<file path="src/rtl/serial_sub_pkg.sv">
// Shared definitions for the bit-serial subtractor: FSM encoding and counter sizing.
package serial_sub_pkg;

    typedef enum logic [1:0] {
        IDLE = 2'd0,
        RUN  = 2'd1,
        DONE = 2'd2
    } state_t;

    // Bit counter must hold values 0..WIDTH inclusive.
    function automatic int SERIAL_SUB_CNT_W(input int unsigned width);
        return $clog2(width + 1);
    endfunction

endpackage

</file>
<file path="src/rtl/fs_gate.sv">
// Gate-level full subtractor cell: diff = a ^ b ^ bin, bout = ~a&b | ~(a^b)&bin.
module fs_gate (
    input  logic a,
    input  logic b,
    input  logic bin,
    output logic diff,
    output logic bout
);

    logic a_x_b;
    logic a_n;
    logic a_x_b_n;
    logic brw_gen;
    logic brw_prop;

    xor g_x0 (a_x_b, a, b);
    xor g_x1 (diff, a_x_b, bin);
    not g_n0 (a_n, a);
    not g_n1 (a_x_b_n, a_x_b);
    and g_a0 (brw_gen, a_n, b);
    and g_a1 (brw_prop, a_x_b_n, bin);
    or  g_o0 (bout, brw_gen, brw_prop);

endmodule

</file>
<file path="src/rtl/serial_sub.sv">
// Bit-serial unsigned subtractor: one full-subtractor cell, LSB first, WIDTH cycles per result.
module serial_sub
    import serial_sub_pkg::*;
#(
    parameter int unsigned WIDTH = 8
) (
    input  logic             clk,
    input  logic             rst,
    input  logic             start,
    input  logic [WIDTH-1:0] a,
    input  logic [WIDTH-1:0] b,
    output logic             busy,
    output logic             done,
    output logic [WIDTH-1:0] diff,
    output logic             bout
);

    localparam int unsigned CNT_W = SERIAL_SUB_CNT_W(WIDTH);
    localparam logic [CNT_W-1:0] LAST_BIT = CNT_W'(WIDTH - 1);

    state_t             state;
    state_t             state_next;
    logic [WIDTH-1:0]   a_sr;
    logic [WIDTH-1:0]   b_sr;
    logic [WIDTH-1:0]   res_sr;
    logic [CNT_W-1:0]   cnt;
    logic               br;
    logic               d_bit;
    logic               br_next;
    logic               last_bit;

    fs_gate u_fs (
        .a    (a_sr[0]),
        .b    (b_sr[0]),
        .bin  (br),
        .diff (d_bit),
        .bout (br_next)
    );

    assign last_bit = (cnt == LAST_BIT);

    // State register.
    always_ff @(posedge clk) begin
        if (rst) begin
            state <= IDLE;
        end else begin
            state <= state_next;
        end
    end

    // Next-state logic and handshake outputs.
    always_comb begin
        state_next = state;
        busy       = 1'b0;
        done       = 1'b0;
        case (state)
            IDLE: begin
                if (start) state_next = RUN;
            end
            RUN: begin
                busy = 1'b1;
                if (last_bit) state_next = DONE;
            end
            DONE: begin
                done       = 1'b1;
                state_next = start ? RUN : IDLE;
            end
            default: state_next = IDLE;
        endcase
    end

    // Datapath: operand capture, serial shift, borrow chain and result publication.
    always_ff @(posedge clk) begin
        if (rst) begin
            a_sr   <= '0;
            b_sr   <= '0;
            res_sr <= '0;
            cnt    <= '0;
            br     <= 1'b0;
            diff   <= '0;
            bout   <= 1'b0;
        end else begin
            case (state)
                IDLE, DONE: begin
                    if (start) begin
                        a_sr <= a;
                        b_sr <= b;
                        br   <= 1'b0;
                        cnt  <= '0;
                    end
                end
                RUN: begin
                    res_sr <= {d_bit, res_sr[WIDTH-1:1]};
                    a_sr   <= a_sr >> 1;
                    b_sr   <= b_sr >> 1;
                    br     <= br_next;
                    cnt    <= cnt + CNT_W'(1);
                    // Outputs are loaded only on the final bit so they hold across later RUNs.
                    if (last_bit) begin
                        diff <= {d_bit, res_sr[WIDTH-1:1]};
                        bout <= br_next;
                    end
                end
                default: ;
            endcase
        end
    end

endmodule

</file>
<file path="config.mk">
export PLATFORM = sky130hd
export DESIGN_NAME = serial_sub
export DESIGN_NICKNAME = d
export VERILOG_FILES = /design/src/rtl/serial_sub_pkg.sv /design/src/rtl/fs_gate.sv /design/src/rtl/serial_sub.sv
export SDC_FILE = /design/constraint.sdc
export NUM_CORES = 1
export LEC_CHECK = 0
export ABC_CLOCK_PERIOD_IN_PS = 2790
export BUFFER_PORTS_ARGS = -buffer_cell sky130_fd_sc_hd__buf_2
export CORE_AREA = 3 3 76 78
export DETAILED_ROUTE_END_ITERATION = 7
export DIE_AREA = 0 0 79 81
export GPL_TIMING_DRIVEN = 1
export PLACE_DENSITY = 0.47
export SYNTH_ARGS = -nofsm -noshare
export SYNTH_HDL_FRONTEND = slang
export SYNTH_SLANG_ARGS = --single-unit
</file>
<file path="constraint.sdc">
create_clock -name clk -period 2.79 [get_ports clk]
set_input_delay 0 -clock clk [delete_from_list [all_inputs] [get_ports clk]]
set_output_delay 0 -clock clk [all_outputs]
set_load 0.05 [all_outputs]
</file>
# After elaboration in Yosys (flattened, before gate mapping)
# Cells that the tools add are included.
dict set report totals {
  regBits 40
  output_inout_bits 11
  wordCells 42
}
dict set report op_classes {
  add_sub_neg 1
  n_eq_ne 6
  mux 14
  bitwise_logic 7
  n_reduce_logical 6
}
# operator count
set op_table {}
lappend op_table {{8-bit one-hot mux with 2 select lines} 2}
lappend op_table {{8-bit two-way mux} 2}
lappend op_table {{4-bit one-hot mux with 2 select lines} 1}
lappend op_table {{2-bit inequality test, second input constant} 3}
lappend op_table {{2-bit one-hot mux with 3 select lines} 1}
lappend op_table {{2-bit AND reduction} 3}
lappend op_table {{4-bit by 1-bit adder with 4-bit output, second input constant} 1}
lappend op_table {{4-bit by 3-bit equality test with 1-bit output, second input constant} 1}
lappend op_table {{1-bit two-way mux} 4}
lappend op_table {{2-bit two-way mux} 2}
lappend op_table {{4-bit two-way mux} 1}
lappend op_table {{1-bit AND} 2}
lappend op_table {{2-bit by 1-bit equality test with 1-bit output, second input constant} 1}
lappend op_table {{2-bit equality test, second input constant} 1}
lappend op_table {{2-bit logical NOT} 1}
lappend op_table {{1-bit NOT} 2}
lappend op_table {{1-bit one-hot mux with 2 select lines} 1}
lappend op_table {{2-bit nonzero test} 1}
lappend op_table {{2-bit OR reduction} 1}
lappend op_table {{1-bit XOR} 2}
lappend op_table {{1-bit OR} 1}

# Depth between registers and ports, before layout
dict set report depth {
  ltp_word 5
  mapped_depth 7
  mapped_depth_nobuf 4
}

# Cells and area by module
# A second synthesis with hierarchy kept.
dict set report unflattened {
  cells_unflattened 180
  area_unflattened_um2 1656.6
}
# mod instances cells_per_inst area_per_inst_um2 seq_area_each_um2
set modules_own_cells {}
lappend modules_own_cells {serial_sub 1 176 1625.3 780.7}
lappend modules_own_cells {fs_gate 1 4 31.3 0.0}

# Worst setup path after synthesis
# OpenSTA, ideal clock, no wires.
dict set report synth_timing {
  kind {register to register}
  from {reg cnt[0]}
  to {reg bout}
  arrival_time_ns 1.161
  required_time_ns 2.699
  slack_ns 1.539
  path_stages_with_launch 6
  period_less_slack_ns 1.251
  path_cell_list {dfxtp_1 -> ha_1 -> and3b_1 -> buf_2 -> a21oi_1 -> a311oi_1}
}
dict set report synth_via {
  elab_chain_len 2
}
# element line_no
set synth_rtl {}
lappend synth_rtl {{start, declared} serial_sub.sv:26} ;# logic [CNT_W-1:0] cnt;
lappend synth_rtl {{start signal, assigned} serial_sub.sv:97} ;# cnt <= cnt + CNT_W'(1);
lappend synth_rtl {{4-bit by 3-bit equality test with 1-bit output} serial_sub.sv:40} ;# assign last_bit = (cnt == LAST_BIT);
lappend synth_rtl {{2-bit AND reduction (no source line)} n/a}
lappend synth_rtl {{end signal, assigned} serial_sub.sv:101} ;# bout <= br_next;
lappend synth_rtl {{end, declared} serial_sub.sv:15} ;# output logic bout
# Every way passes these cells.
# A chain may end at the register's enable or synchronous reset.

# Worst setup path after layout
dict set report layout_timing {
  from {reg state[1]}
  to {out busy}
}
dict set report layout_via {
  elab_chain_len 2
}
# element line_no
set layout_rtl {}
lappend layout_rtl {{start, declared} serial_sub.sv:21} ;# state_t state;
lappend layout_rtl {{start signal, assigned} serial_sub.sv:47} ;# state <= state_next;
lappend layout_rtl {{2-bit by 1-bit equality test with 1-bit output} serial_sub.sv:56} ;# case (state)
lappend layout_rtl {{1-bit two-way mux} serial_sub.sv:56}
lappend layout_rtl {{end, declared} serial_sub.sv:12} ;# output logic busy,
# Every way passes these cells.

==> impl_metrics.sql <==
INSERT INTO impl_metrics (metric_group, metric, value, unit) VALUES
('cells_and_area', 'drive_above_1_share', '18.81', '%'),
('yosys', 'synth-seq-cells', '39', ''),
('critical_path', 'critical_path.cell_chain', 'nand2b_1, inv_4, buf_2', ''),
('pwr', 'sequential_share_of_power', '54.4', '%'),
('sta', 'rsz0062_at_grt', 'false', ''),
('critical_path', 'arrival', '1.80', 'ns'),
('drt', 'detail_route.drc_violations', '0', ''),
('sta', 'relSlewSlack', '49.28', '%'),
('outcome', 'run_status', 'completed', ''),
('critical_path', 'worst_r2r_startpoint', 'state[1]$_SDFFE_PP0P_', ''),
('clock_network', 'cts_sinks', '39', ''),
('placed_design', 'placedInstanceArea', '1737', 'um^2'),
('floorplanning', 'floorplan.initialDensity', '30.84', '%'),
('global_routing', 'grt_first_pass_wirelength', '6065', 'um'),
('clock_network', 'cts.reportedPaths.clkPinSlew', '0.07', 'ns'),
('yosys', 'synth_fa_ha_area_share', '2.052', '%'),
('yosys', 'postSynthCellCount', '181', ''),
('floorplanning', 'floorplan_die_width', '79', 'um'),
('yosys', 'synth.yosys.seq_area_share', '49.25', '%'),
('cells_and_area', 'design_area', '1968', 'um^2'),
('critical_path', 'start_kind', 'register', ''),
('critical_path', 'worst_path_max_delay_cell', 'inv_4', ''),
('hold_path', 'hold_end', 'b_sr[4]$_SDFFE_PP0P_', ''),
('critical_path', 'worstSetupEndpointType', 'primary output', ''),
('floorplanning', 'core_region_area', '5140', 'um^2'),
('sta', 'final.min_clock_period', '1.805', 'ns'),
('yosys', 'synth_area', '1585', 'um^2'),
('pwr', 'gate_power_share', '11.9', '%'),
('cells_and_area', 'diodes', '0', ''),
('yosys', 'compound_gate_portion_of_the_synthesized_area', '21.86', '%'),
('pwr', 'vdd.ir_drop.worst', '0.2161', 'mV'),
('yosys', 'synth.distinct_cells', '26', ''),
('critical_path', 'timing.critical_path.required', '2.79', 'ns'),
('sta', 'setup_viol', '0', ''),
('pwr', 'swShare', '25.71', '%'),
('sta', 'hold_viol', '0', ''),
('yosys', 'synthXorXnorAreaFrac', '0', '%'),
('pwr', 'power_dens_cells', '549.9', 'nW/um^2'),
('cells_and_area', 'final_net_count', '238', ''),
('sta', 'min_period_over_period', '64.68', '%'),
('clock_network', 'cts-buffers-inserted', '5', ''),
('clock_network', 'cts_htree_levels', '2', ''),
('sta', 'fin_setup_tns', '0', 'ns'),
('pwr', 'clock_power_share', '33.7', '%'),
('drt', 'route.antenna.remaining_nets', '0', ''),
('critical_path', 'worstSetupPathType', 'register to primary output', ''),
('sta', 'fmax', '554.2', 'MHz'),
('critical_path', 'cp_num_buf_inv', '2', ''),
('yosys', 'postSynthAreaPerCell', '8.758', 'um^2'),
('critical_path', 'register_to_register_setup_slack', '1.06', 'ns'),
('global_routing', 'antenna_violations_before_repair', '0', ''),
('flow_run', 'number_of_max_capacitance_violations_reported', '0', ''),
('yosys', 'synth.mux.area_fraction', '1.894', '%'),
('hold_path', 'worst_hold_startpoint', 'b[4]', ''),
('hold_path', 'whs_path_depth', '3', ''),
('critical_path', 'critical-path-max-stage-delay', '0.44', 'ns'),
('yosys', 'syn_nets', '202', ''),
('drt', 'initialDrtViolationCount', '116', ''),
('drt', 'via_count', '1386', ''),
('sta', 'final.setup_skew', '0.004802', 'ns'),
('global_routing', 'grt.overflow.total', '0', ''),
('critical_path', 'r2r_end', 'cnt[3]$_SDFFE_PP0P_', ''),
('drt', 'detail_route.wl_per_cell', '12.73', 'um'),
('pwr', 'static-leakage-power', '0.0007422', 'uW'),
('drt', 'drt-vias-per-instance', '4.813', ''),
('critical_path', 'cp_top_family', 'buffers and inverters', ''),
('cells_and_area', 'layout-area-overhead-vs-synth', '24.15', '%'),
('critical_path', 'r2r_cells', '4', ''),
('hold_path', 'hold_path.class', 'input pin to register', ''),
('global_routing', 'via_count_of_the_first_global_routing_pass', '1294', ''),
('floorplanning', 'dieHeight', '81', 'um');
-- cells in the final DEF, fill, tap and decap left out, types with 2 or more instances in the layout --
cell type      instances
nand2b_1               4
o21ai_0                8
nand2_1               17
nand3_1               27
inv_1                  2
clkbuf_1               2
buf_4                  2
dfxtp_1               39
a22oi_1               14
nor2b_1                2
buf_2                 29
dlygate4sd3_1         15
nor2_1                 2
mux2_4                 2
clkbuf_8               5
a21oi_1               37
-- final cells by class --
cell class                 count  area, um^2  area share, %
clock buffer                   7       76.32          3.878
clock inverter                 1       5.005         0.2543
inverter                       3       13.76         0.6993
multi-input combinational    122       694.4          35.28
sequential                    39       780.7          39.67
tap                           70       87.58          4.450
timing repair buffer          46       310.3          15.77
-- cells by family (layout without fill, tap and decap cells) --
group / after synthesis / after routing
AO/OA/AOI/OAI: 61 / 61
AND/OR/NAND/NOR: 57 / 57
multiplexers: 2 / 2
adder cells (fa/ha/maj): 2 / 2
flip-flops: 39 / 39
buffers and inverters: 20 / 57
-- metrics by stage --
step	std cells	utilization (%)	hold WS (ns)	total power, uW
finish	288	38.29	0.01004	1082
global route	288	38.29	0.03544	1137
CTS	288	38.29	0.001870	1105
detailed placement	265	33.79	0.2503	715.2
global placement	265	33.79	0.2479	716.2
floorplan	181	-	0.1360	689.2
-- state kept, by name, indices dropped and copies added, names as in the netlist --
signal,flops
a_sr,8
b_sr,8
bout,1
br,1
cnt,4
diff,8
res_sr,7
state,2
-- what timing repair did --
action                                 CTS  global route
resized for setup                        0             0
endpoints found under the hold margin   15             0
setup buffers                            0             0
hold buffers                            15             0
-- per-layer routing --
layer / vias to the layer above / wire length [um] / share of wire, % / global-route usage [%]
met1: 637 / 1753 / 48 / 15.31
met5: - / 0 / 0 / 0
met4: 0 / 80 / 2.2 / 6.186
met3: 8 / 177 / 4.8 / 3.437
met2: 30 / 1655 / 45 / 19.19
li1: 711 / - / - / -
-- synth_stat cells (all sizes together) --
cell type / instances / area (um^2)
and3b: 1 / 8.760
a22oi: 14 / 105.1
a21oi: 37 / 185.2
nand3: 27 / 135.1
nand2b: 4 / 25.02
nor3: 1 / 5.000
a211oi: 1 / 7.510
a311oi: 1 / 8.760
nand3b: 1 / 7.510
ha: 1 / 12.51
clkbuf: 4 / 15.01
nand2: 17 / 63.81
fa: 1 / 20.02
nand4: 1 / 12.51
o21ai: 8 / 40.04
nor2b: 2 / 12.51
nor3b: 1 / 7.510
mux2: 2 / 30.03
dfxtp: 39 / 780.8
nor2: 2 / 7.510
inv: 3 / 13.77
buf: 13 / 81.32
-- worst max path at each step --
stage | startpoint | end | slack (ns) | cells past startpoint
after detailed placement | state[1]$_SDFFE_PP0P_ | cnt[3]$_SDFFE_PP0P_ | 1.08 | 4
after floorplan | cnt[0]$_SDFFE_PP0P_ | bout$_SDFFE_PP0P_ | 1.54 | 5
after global placement | state[1]$_SDFFE_PP0P_ | cnt[3]$_SDFFE_PP0P_ | 1.10 | 4
final | state[1]$_SDFFE_PP0P_ | busy | 0.99 | 3
after CTS | state[1]$_SDFFE_PP0P_ | busy | 0.99 | 3
after global routing | state[0]$_SDFFE_PP0P_ | busy | 0.88 | 3
-- tightest hold or removal path, cell delays in order --
cell     delay, ns
buf_2         0.08
a22oi_1       0.06
a21oi_1       0.12
-- power groups by stage --
stage | clock network, uW | registers (uW) | logic, uW
3_3_place_gp | 0 | 602 | 114
5_1_grt | 403 | 591 | 144
6_report | 365 | 589 | 129
2_1_floorplan | 0 | 599 | 90.3
4_1_cts | 387 | 589 | 129
3_5_place_dp | 0 | 602 | 113
(Power assumes the default switching activity.)
